<file path="config.mk">
export PLATFORM = sky130hd
export DESIGN_NAME = queue_param_sync
export DESIGN_NICKNAME = d
export VERILOG_FILES = /design/src/rtl/queue_pkg.sv /design/src/rtl/queue_mem_dp.sv /design/src/rtl/queue_param_sync.sv
export SDC_FILE = /design/constraint.sdc
export NUM_CORES = 1
export LEC_CHECK = 0
export CORE_UTILIZATION = 25
export DETAILED_ROUTE_END_ITERATION = 6
export MAX_ROUTING_LAYER = met4
export PLACE_DENSITY = 0.5
export SLEW_MARGIN = 30
export SYNTH_ARGS = -nofsm -noshare
export SYNTH_HDL_FRONTEND = slang
export SYNTH_SLANG_ARGS = --single-unit
</file>
<file path="constraint.sdc">
create_clock -name clk -period 3.5 [get_ports clk]
set_clock_uncertainty 0.2 [all_clocks]
set_input_delay 0.7 -clock clk [delete_from_list [all_inputs] [get_ports clk]]
set_output_delay 0.7 -clock clk [all_outputs]
set_load 0.03 [all_outputs]
</file>
<file path="src/rtl/queue_pkg.sv">
// Shared constants and pointer helpers for the parametrised queue.
package queue_pkg;

  localparam int DEFAULT_WORD_LENGTH  = 8;
  localparam int DEFAULT_NUM_OF_WORDS = 32;

  function automatic int ptr_width(input int n);
    return (n < 2) ? 1 : $clog2(n);
  endfunction

  // Explicit wrap so non-power-of-2 depths work.
  function automatic int next_ptr(input int ptr, input int depth);
    return (ptr == depth - 1) ? 0 : ptr + 1;
  endfunction

endpackage

</file>
<file path="src/rtl/queue_mem_dp.sv">
// Simple dual-port storage: one write port, one registered read port.
module queue_mem_dp #(
  parameter int WIDTH = 8,
  parameter int DEPTH = 32,
  parameter int AW    = 5
) (
  input  logic             clk,
  input  logic             reset,
  input  logic             we,
  input  logic [AW-1:0]    waddr,
  input  logic [WIDTH-1:0] wdata,
  input  logic             re,
  input  logic [AW-1:0]    raddr,
  output logic [WIDTH-1:0] rdata
);

  logic [WIDTH-1:0] mem [DEPTH];

  always_ff @(posedge clk) begin
    if (we) mem[waddr] <= wdata;
  end

  // Non-blocking read samples the old word on a same-address write.
  always_ff @(posedge clk or posedge reset) begin
    if (reset)   rdata <= '0;
    else if (re) rdata <= mem[raddr];
  end

endmodule

</file>
<file path="src/rtl/queue_param_sync.sv">
// Parametrised synchronous FIFO with count and threshold flags.
// Optional sticky overflow/underflow flags under QUEUE_ERR_FLAGS_EN.
module queue_param_sync
  import queue_pkg::*;
#(
  parameter int WORD_LENGTH        = DEFAULT_WORD_LENGTH,
  parameter int NUM_OF_WORDS       = DEFAULT_NUM_OF_WORDS,
  parameter int ALMOST_FULL_LEVEL  = NUM_OF_WORDS - 2,
  parameter int ALMOST_EMPTY_LEVEL = 2
) (
  input  logic                   clk,
  input  logic                   reset,
  input  logic [WORD_LENGTH-1:0] data_in,
  input  logic                   write_to_stack,
  input  logic                   read_from_stack,
`ifdef QUEUE_ERR_FLAGS_EN
  input  logic                   err_clear,
  output logic                   overflow,
  output logic                   underflow,
`endif
  output logic [WORD_LENGTH-1:0] data_out,
  output logic                   data_valid,
  output logic                   stack_full,
  output logic                   stack_empty,
  output logic                   almost_full,
  output logic                   almost_empty,
  output logic [ptr_width(NUM_OF_WORDS):0] word_count
);

  localparam int POINTER_WIDTH = ptr_width(NUM_OF_WORDS);
  localparam int CW = POINTER_WIDTH + 1;

  localparam logic [CW-1:0] FULL_CNT = CW'(NUM_OF_WORDS);
  localparam logic [CW-1:0] AF_CNT   = CW'(ALMOST_FULL_LEVEL);
  localparam logic [CW-1:0] AE_CNT   = CW'(ALMOST_EMPTY_LEVEL);

  logic [POINTER_WIDTH-1:0] rd_ptr;
  logic [POINTER_WIDTH-1:0] wr_ptr;
  logic [POINTER_WIDTH-1:0] rd_ptr_nxt;
  logic [POINTER_WIDTH-1:0] wr_ptr_nxt;
  logic                     rd_acc;
  logic                     wr_acc;

  assign stack_full   = (word_count == FULL_CNT);
  assign stack_empty  = (word_count == '0);
  assign almost_full  = (word_count >= AF_CNT);
  assign almost_empty = (word_count <= AE_CNT);

  assign rd_acc = read_from_stack && !stack_empty;
  assign wr_acc = write_to_stack && (!stack_full || rd_acc);

  assign rd_ptr_nxt =
    POINTER_WIDTH'(next_ptr(int'(rd_ptr), NUM_OF_WORDS));
  assign wr_ptr_nxt =
    POINTER_WIDTH'(next_ptr(int'(wr_ptr), NUM_OF_WORDS));

  queue_mem_dp #(
    .WIDTH (WORD_LENGTH),
    .DEPTH (NUM_OF_WORDS),
    .AW    (POINTER_WIDTH)
  ) u_mem (
    .clk   (clk),
    .reset (reset),
    .we    (wr_acc),
    .waddr (wr_ptr),
    .wdata (data_in),
    .re    (rd_acc),
    .raddr (rd_ptr),
    .rdata (data_out)
  );

  always_ff @(posedge clk or posedge reset) begin
    if (reset) begin
      rd_ptr     <= '0;
      wr_ptr     <= '0;
      word_count <= '0;
      data_valid <= 1'b0;
    end else begin
      data_valid <= rd_acc;
      if (rd_acc) rd_ptr <= rd_ptr_nxt;
      if (wr_acc) wr_ptr <= wr_ptr_nxt;
      case ({wr_acc, rd_acc})
        2'b10:   word_count <= word_count + 1'b1;
        2'b01:   word_count <= word_count - 1'b1;
        default: word_count <= word_count;
      endcase
    end
  end

`ifdef QUEUE_ERR_FLAGS_EN
  logic ov_set;
  logic un_set;

  assign ov_set = write_to_stack && !wr_acc;
  // A read on empty alongside a write is not an underflow.
  assign un_set = read_from_stack && !rd_acc && !write_to_stack;

  always_ff @(posedge clk or posedge reset) begin
    if (reset) begin
      overflow  <= 1'b0;
      underflow <= 1'b0;
    end else begin
      overflow  <= ov_set || (overflow && !err_clear);
      underflow <= un_set || (underflow && !err_clear);
    end
  end
`endif

endmodule

</file>
==> results of run 1 <==
==> per-stage QoR <==
stage,cell area [um^2],power (mW),hold slack [ns],cells
after floorplan,11300,6.03,0.304,643
after global placement,12500,7.09,0.317,1261
after detailed placement,12500,7.10,0.330,1261
after CTS,13400,10.1,0.343,1314
after global routing,13400,10.4,0.352,1314
final,13400,10.0,0.313,1314
==> Yosys cell counts, drive strengths merged (2+ instances only) <==
master and instances:
edfxtp 256, mux4 42, a211oi 15, nor3 9
o22ai 30, clkbuf 12, nor2 69, nand3 4
mux2i 35, mux2 3, o21ai 11, o31ai 3
nor2b 14, inv 8, xnor2 6, dfrtp 25
nand3b 6, ha 11, and3 2, or3 3
a21o 2, or2 2, nor4 15, nand2b 6
buf 17, nand2 21, a21oi 6
==> worst paths after layout <==
path / start / endpoint / slack [ns] / depth (start not counted)
min reg2reg: u_mem.rdata[5] / u_mem.rdata[5] / 0.34 / 2
min: reset / data_valid / 0.31 / 2
max in group asynchronous: reset / u_mem.rdata[4] / 2.24 / 3
max: word_count[2] / almost_empty / 0.16 / 3
max reg2reg: word_count[2] / word_count[5] / 0.42 / 10
min in group clk: u_mem.rdata[5] / u_mem.rdata[5] / 0.34 / 2
==> worst register-to-register path: stages (launching register included) <==
cell      delay (ns)
dfrtp_1         0.43
or4_4           0.61
o31ai_4         0.35
nor2_1          0.08
buf_4           0.17
ha_1            0.29
a211oi_1        0.24
o21bai_1        0.10
a21oi_1         0.19
mux2i_1         0.23
xnor2_1         0.13
==> state kept, by name (all words and copies together) (netlist names) <==
signal	cells
data_valid	1
u_mem.mem	256
rd_ptr	5
word_count	6
wr_ptr	5
u_mem.rdata	8
==> kinds of logic after synthesis <==
logic type      Yosys count
fa+ha+maj                12
compound gates           71
mux                      80
flops                   281
xor+xnor                  6
simple gates            156
buf+inv                  37
==> power by group through the flow <==
stage                     clock, mW  sequential, mW  combinational [mW]
final                          3.00            4.27                2.73
after global routing           3.20            4.31                2.93
after CTS                      3.08            4.28                2.76
after detailed placement          0            4.34                2.75
after global placement            0            4.34                2.75
after floorplan                   0            4.29                1.74
==> metal layers <==
layer / vias to the layer above / part of all wire / wire [um] / global-route usage
met1: 3004 / 0.45 / 12100 / 0.162
met5: - / 0 / 0 / -
li1: 2665 / - / - / -
met2: 144 / 0.47 / 12500 / 0.183
met4: 0 / 0.020 / 533 / 0.0319
met3: 35 / 0.056 / 1490 / 0.0238
==> layout by cell type (no fill, tap or decap), types with 2 or more instances in the layout <==
cell             Yosys  final
o22ai_1             30     30
and3_1               2      2
ha_1                11     11
o31ai_1              2      2
mux2_4               3      3
nor3_2               7      7
clkinv_2             0      5
clkbuf_16            0     31
a21oi_1              5      5
buf_12               0      4
mux4_2              42     42
clkbuf_1            12      5
nor4_1              15     15
inv_1                7      6
xnor2_1              6      6
a211oi_1            15     15
or3_1                3      3
edfxtp_1           256    256
nand2b_1             6      6
nand3b_1             6      6
nor2_1              69     69
o21ai_1             10     10
dfrtp_1             25     23
clkinv_1             0      9
a21o_1               2      2
mux2i_1             35     35
nand3_1              4      4
bufinv_16            0      2
clkdlybuf4s50_1      0     29
nand2_1             21     21
buf_4                4     21
nor2b_1             14     14
==> repair_timing <==
action                                  4_1_cts  5_1_grt
setup buffers                                 0        0
hold buffers                                  0        0
resized for setup                             0        1
endpoints found under the setup margin        0        1
==> final cells by class <==
cell class / instances / area [um^2] / share of cell area
tap: 592 / 741 / 0.0553
inverter: 8 / 30.0 / 0.00224
clock buffer: 36 / 795 / 0.0593
timing repair buffer: 55 / 541 / 0.0404
clock inverter: 17 / 131 / 0.00981
multi-input combinational: 325 / 2840 / 0.212
sequential: 281 / 8320 / 0.621
==> impl_metrics.env, run 1 <==
export IMPL_place_ws_ns=0.00210
export IMPL_status="completed"
export IMPL_fin_util=0.302
export IMPL_power_frac_comb=0.273
export IMPL_ys_ff_latch=281
export IMPL_insertion_delay_ns=0.55
export IMPL_vias=5848
export IMPL_crit_buf_inv=1
export IMPL_fmax_mhz=299
export IMPL_power_frac_clock=0.300
export IMPL_hpwlAfterDp_mm=16.9
export IMPL_vias_per_cell=4.45
export IMPL_synth_area_mux_share=0.118
export IMPL_tightest_slew_ns=0.829
export IMPL_tns_ns=0
export IMPL_synthesis_nets=667
export IMPL_clk_pin_slew_ns=0.06
export IMPL_hold_path_class="input port to async pin"
export IMPL_port_buffers=30
export IMPL_synth_area_top_cells="edfxtp_1, mux4_2, dfrtp_1"
export IMPL_max_vdd_ir_drop_mv=0.403
export IMPL_grt_use_total=0.120
export IMPL_placeableCoreArea_um2=44400
export IMPL_die_x_um=215
export IMPL_synth_warnings=0
export IMPL_fin_nets=726
export IMPL_antenna_left=0
export IMPL_synth_top_cell_by_area="edfxtp_1"
export IMPL_rsz0062_at_grt="no"
export IMPL_postLayoutSetupSlackWorst_ns=0.159
export IMPL_worstSetupPathType="flop to output pin"
export IMPL_dieArea_um2=46100
export IMPL_synth_top_area_share=0.679
export IMPL_synth_edf_count=256
export IMPL_grt_pass1_wl_mm=40.2
export IMPL_synth_top_family_by_area="multiplexers"
export IMPL_slew_viol_final=0
export IMPL_cts_buffers=31
export IMPL_start_kind="flop"
export IMPL_die_h_um=215
export IMPL_ys_types=46
export IMPL_cts_buffer_depth=3
export IMPL_synthCells=643
export IMPL_post_route_period_util=0.955
export IMPL_synthSimpleGateAreaFrac=0.0715
export IMPL_routed_wl_mm=26.7
export IMPL_drc=0
export IMPL_ys_flop_type="edfxtp_1"
export IMPL_endpoint_kind="output pin"
export IMPL_final_hold_viol_count=0
export IMPL_yosysSeqAreaShare=0.734
export IMPL_crit_path_max_incr_delay_ns=0.70
export IMPL_synth_async_reset_ratio=0.0890
export IMPL_antenna_found_initial=0
export IMPL_dr_pass1_iters=5
export IMPL_finalCriticalPeriod_ns=3.34
export IMPL_cts_sinks=281
export IMPL_p_seq_frac=0.427
export IMPL_gp_congestion=0.800
export IMPL_drt_iter0_drc=483
export IMPL_drv_cap=0
export IMPL_swShare=0.315
export IMPL_slew_headroom=0.446
export IMPL_synth_xor_area_frac=0.00464
export IMPL_syn_area_um2=11300
export IMPL_tritoncts="done"
export IMPL_path_cells="or4_4, a21oi_1, clkdlybuf4s50_1"
export IMPL_htree_levels=1
export IMPL_avgSynthCellArea_um2=17.6
export IMPL_synth_adder_area_share=0.0139
export IMPL_grt_max_degree=49
export IMPL_nFillCells=4288
export IMPL_area_growth_pct=18.3
export IMPL_internal_power_mw=6.84
export IMPL_initial_core_util=0.255
export IMPL_drive_above_1_share=0.175
export IMPL_p_sw_mw=3.15
export IMPL_cp_data_required_time_ns=2.60
export IMPL_crit_family="buffers and inverters"
export IMPL_num_rows=77
export IMPL_power_density_nw_per_um2=746
export IMPL_slowest_stage="clkdlybuf4s50_1"
export IMPL_synth_compound_area_frac=0.0423
export IMPL_root_buffer="clkbuf_16"
export IMPL_num_antenna_cells=0
export IMPL_critPathMaxFanout=6
export IMPL_grt_pass1_vias=6184
export IMPL_grt_overflow_total=0
export IMPL_setup_violations=0
export IMPL_wl_per_cell_um=20.3
export IMPL_ios=31
export IMPL_crit_arrival_ns=2.44
export IMPL_p_leak_nw=4.32
No activity file was read; power rests on OpenSTA's default activity.
==> inputs of run 2 (changes only) <==
- CORE_UTILIZATION: 25 -> 61
- CTS_CLUSTER_DIAMETER: unset -> 120
- GPL_ROUTABILITY_DRIVEN: unset -> 0
- PLACE_DENSITY: 0.5 -> 0.9
==> run 2 against run 1 <==
Compared with the run above: the run now ends with design-rule violations left; first-iteration DRC count is 51% higher; worst hold slack better by 0.015 ns; clock-buffer cell count is 7 lower; final area is 4.5% lower; combinational power is 6% lower; routed wire length is 6.0% lower; power is 1.3% lower; non-clock buffer count is 11 lower; fmax is 1.4% lower; clock power hardly changed; largest power group unchanged.
==> impl_metrics.env, run 2 (same netlist as run 1, synthesis figures left out) <==
export IMPL_status="finished with violations"
export IMPL_violations="design-rule violations"
export IMPL_grt_pass1_vias=6495
export IMPL_clk_pin_slew_ns=0.06
export IMPL_endpoint_kind="output pin"
export IMPL_crit_arrival_ns=2.49
export IMPL_post_cts_resized=0
export IMPL_fin_nets=711
export IMPL_die_h_um=138
export IMPL_grt_pass1_wl_mm=38.6
export IMPL_top_regs="u_mem.mem (256), u_mem.rdata (8), word_count (6)"
export IMPL_tightest_slew_ns=0.809
export IMPL_wl_met1_mm=9.11
export IMPL_tritoncts="done"
export IMPL_ios=31
export IMPL_dieArea_um2=19100
export IMPL_met3_length_mm=2.46
export IMPL_drt_iter0_drc=731
export IMPL_regMostFlops="u_mem.mem"
export IMPL_final_common_cell="edfxtp_1"
export IMPL_slowest_stage="clkdlybuf4s50_1"
export IMPL_root_buffer="clkbuf_16"
export IMPL_fmax_mhz=295
export IMPL_met2WireLength_mm=12.4
export IMPL_vias=6293
export IMPL_max_vdd_ir_drop_mv=0.533
export IMPL_worstSetupPathType="flop to output pin"
export IMPL_crit_buf_inv=1
export IMPL_placeableCoreArea_um2=18100
export IMPL_routed_wl_mm=25.1
export IMPL_cts_buffers=27
export IMPL_p_seq_frac=0.438
export IMPL_port_buffers=30
export IMPL_internal_power_mw=6.82
export IMPL_initial_core_util=0.626
export IMPL_hold_path_class="flop to flop"
export IMPL_grt_use_total=0.282
export IMPL_drv_cap=0
export IMPL_dr_pass1_iters=7
export IMPL_power_mw=9.87
export IMPL_regToRegSetupSlack_ns=0.30
export IMPL_largest_reg_flops=256
export IMPL_finalCriticalPeriod_ns=3.39
export IMPL_cts_buffer_depth=3
export IMPL_post_route_period_util=0.968
export IMPL_p_sw_mw=3.04
export IMPL_highest_layer="met4"
export IMPL_drive_above_1_share=0.164
export IMPL_die_x_um=138
export IMPL_vias_per_cell=6.73
export IMPL_cts_sinks=281
export IMPL_wl_per_cell_um=26.8
export IMPL_slew_headroom=0.458
export IMPL_final_cell_mix="edfxtp_1, nor2_1, mux4_2"
export IMPL_insertion_delay_ns=0.53
export IMPL_critPathMaxFanout=6
export IMPL_final_hold_viol_count=0
export IMPL_grt_max_degree=41
export IMPL_drc=3
export IMPL_num_antenna_cells=0
export IMPL_p_leak_nw=4.23
export IMPL_swShare=0.309
export IMPL_hpwlAfterDp_mm=15.2
export IMPL_path_cells="or4_4, nor3_4, clkdlybuf4s50_1"
export IMPL_nFillCells=1040
export IMPL_power_frac_clock=0.302
export IMPL_grt_overflow_total=0
export IMPL_fin_util=0.707
export IMPL_antenna_found_initial=0
export IMPL_setup_violations=0
export IMPL_antenna_left=0
export IMPL_slew_viol_final=0
export IMPL_num_rows=49
export IMPL_crit_family="simple AND/OR/NAND/NOR gates"
export IMPL_tns_ns=0
export IMPL_cts_setup_buffers=0
export IMPL_start_kind="flop"
export IMPL_crit_path_max_incr_delay_ns=0.71
export IMPL_cp_data_required_time_ns=2.60
export IMPL_area_growth_pct=13.0
export IMPL_rsz0062_at_grt="no"
export IMPL_htree_levels=1
export IMPL_ctsHoldBuffers=0
export IMPL_power_frac_comb=0.261
export IMPL_power_density_nw_per_um2=771
## run 2: cell count changes in the layout (fill, tap and decap cells not counted), sizes merged
cell          change
buf              -10
clkbuf            -7
bufinv            +3
clkinv            -2
inv               +2
clkinvlp          -1
dlymetal6s2s      -1
## run 2: path summary, 6_finish.rpt
kind / startpoint / end / depth (start not counted)
worst max-delay path: word_count[2] / stack_empty / 3
worst min-delay path: u_mem.rdata[1] / u_mem.rdata[1] / 2
worst max register to register: word_count[2] / word_count[5] / 9
worst min register to register: u_mem.rdata[1] / u_mem.rdata[1] / 2
max in group asynchronous: reset / rd_ptr[0] / 2
min in group asynchronous: reset / word_count[5] / 2
## run 2: power groups by stage
stage	registers (mW)	logic [mW]	clock network (mW)
2_1_floorplan	4.29	1.74	0
3_3_place_gp	4.35	2.42	0
3_5_place_dp	4.38	2.50	0
4_1_cts	4.32	2.54	2.99
5_1_grt	4.35	2.70	3.12
6_report	4.32	2.57	2.98
## run 2: routing by layer
metal / vias to the layer above / GRT usage
met3: 106 / 0.0592
met5: - / -
met4: 0 / 0.109
li1: 2642 / -
met1: 3134 / 0.360
met2: 411 / 0.452
## run 2: worst register-to-register path: cells and delay by family, from the launching register on
kind	cells	cell delay [ns]
adder cells (fa/ha/maj)	1	0.33
flip-flops	1	0.45
AO/OA/AOI/OAI	4	0.93
AND/OR/NAND/NOR	2	0.82
multiplexers	1	0.24
XOR/XNOR	1	0.14
## run 2: cell type report
cell class | instances | area [um^2] | area share
Clock buffer | 29 | 683 | 0.0534
Inverter | 8 | 30.0 | 0.00235
Sequential cell | 281 | 8320 | 0.650
Multi-Input combinational cell | 325 | 2840 | 0.222
Tap cell | 229 | 287 | 0.0224
Clock inverter | 19 | 223 | 0.0174
Timing Repair Buffer | 44 | 413 | 0.0323
## run 2: per-stage QoR
stage | hold slack (ns) | std cells | worst slack, ns | instance area [um^2]
after CTS | 0.330 | 935 | 0.116 | 12800
after detailed placement | 0.316 | 887 | 0.0551 | 11900
final | 0.328 | 935 | 0.112 | 12800
after global routing | 0.365 | 935 | 0.0529 | 12800
after floorplan | 0.304 | 643 | 0.506 | 11300
after global placement | 0.316 | 887 | 0.159 | 11900
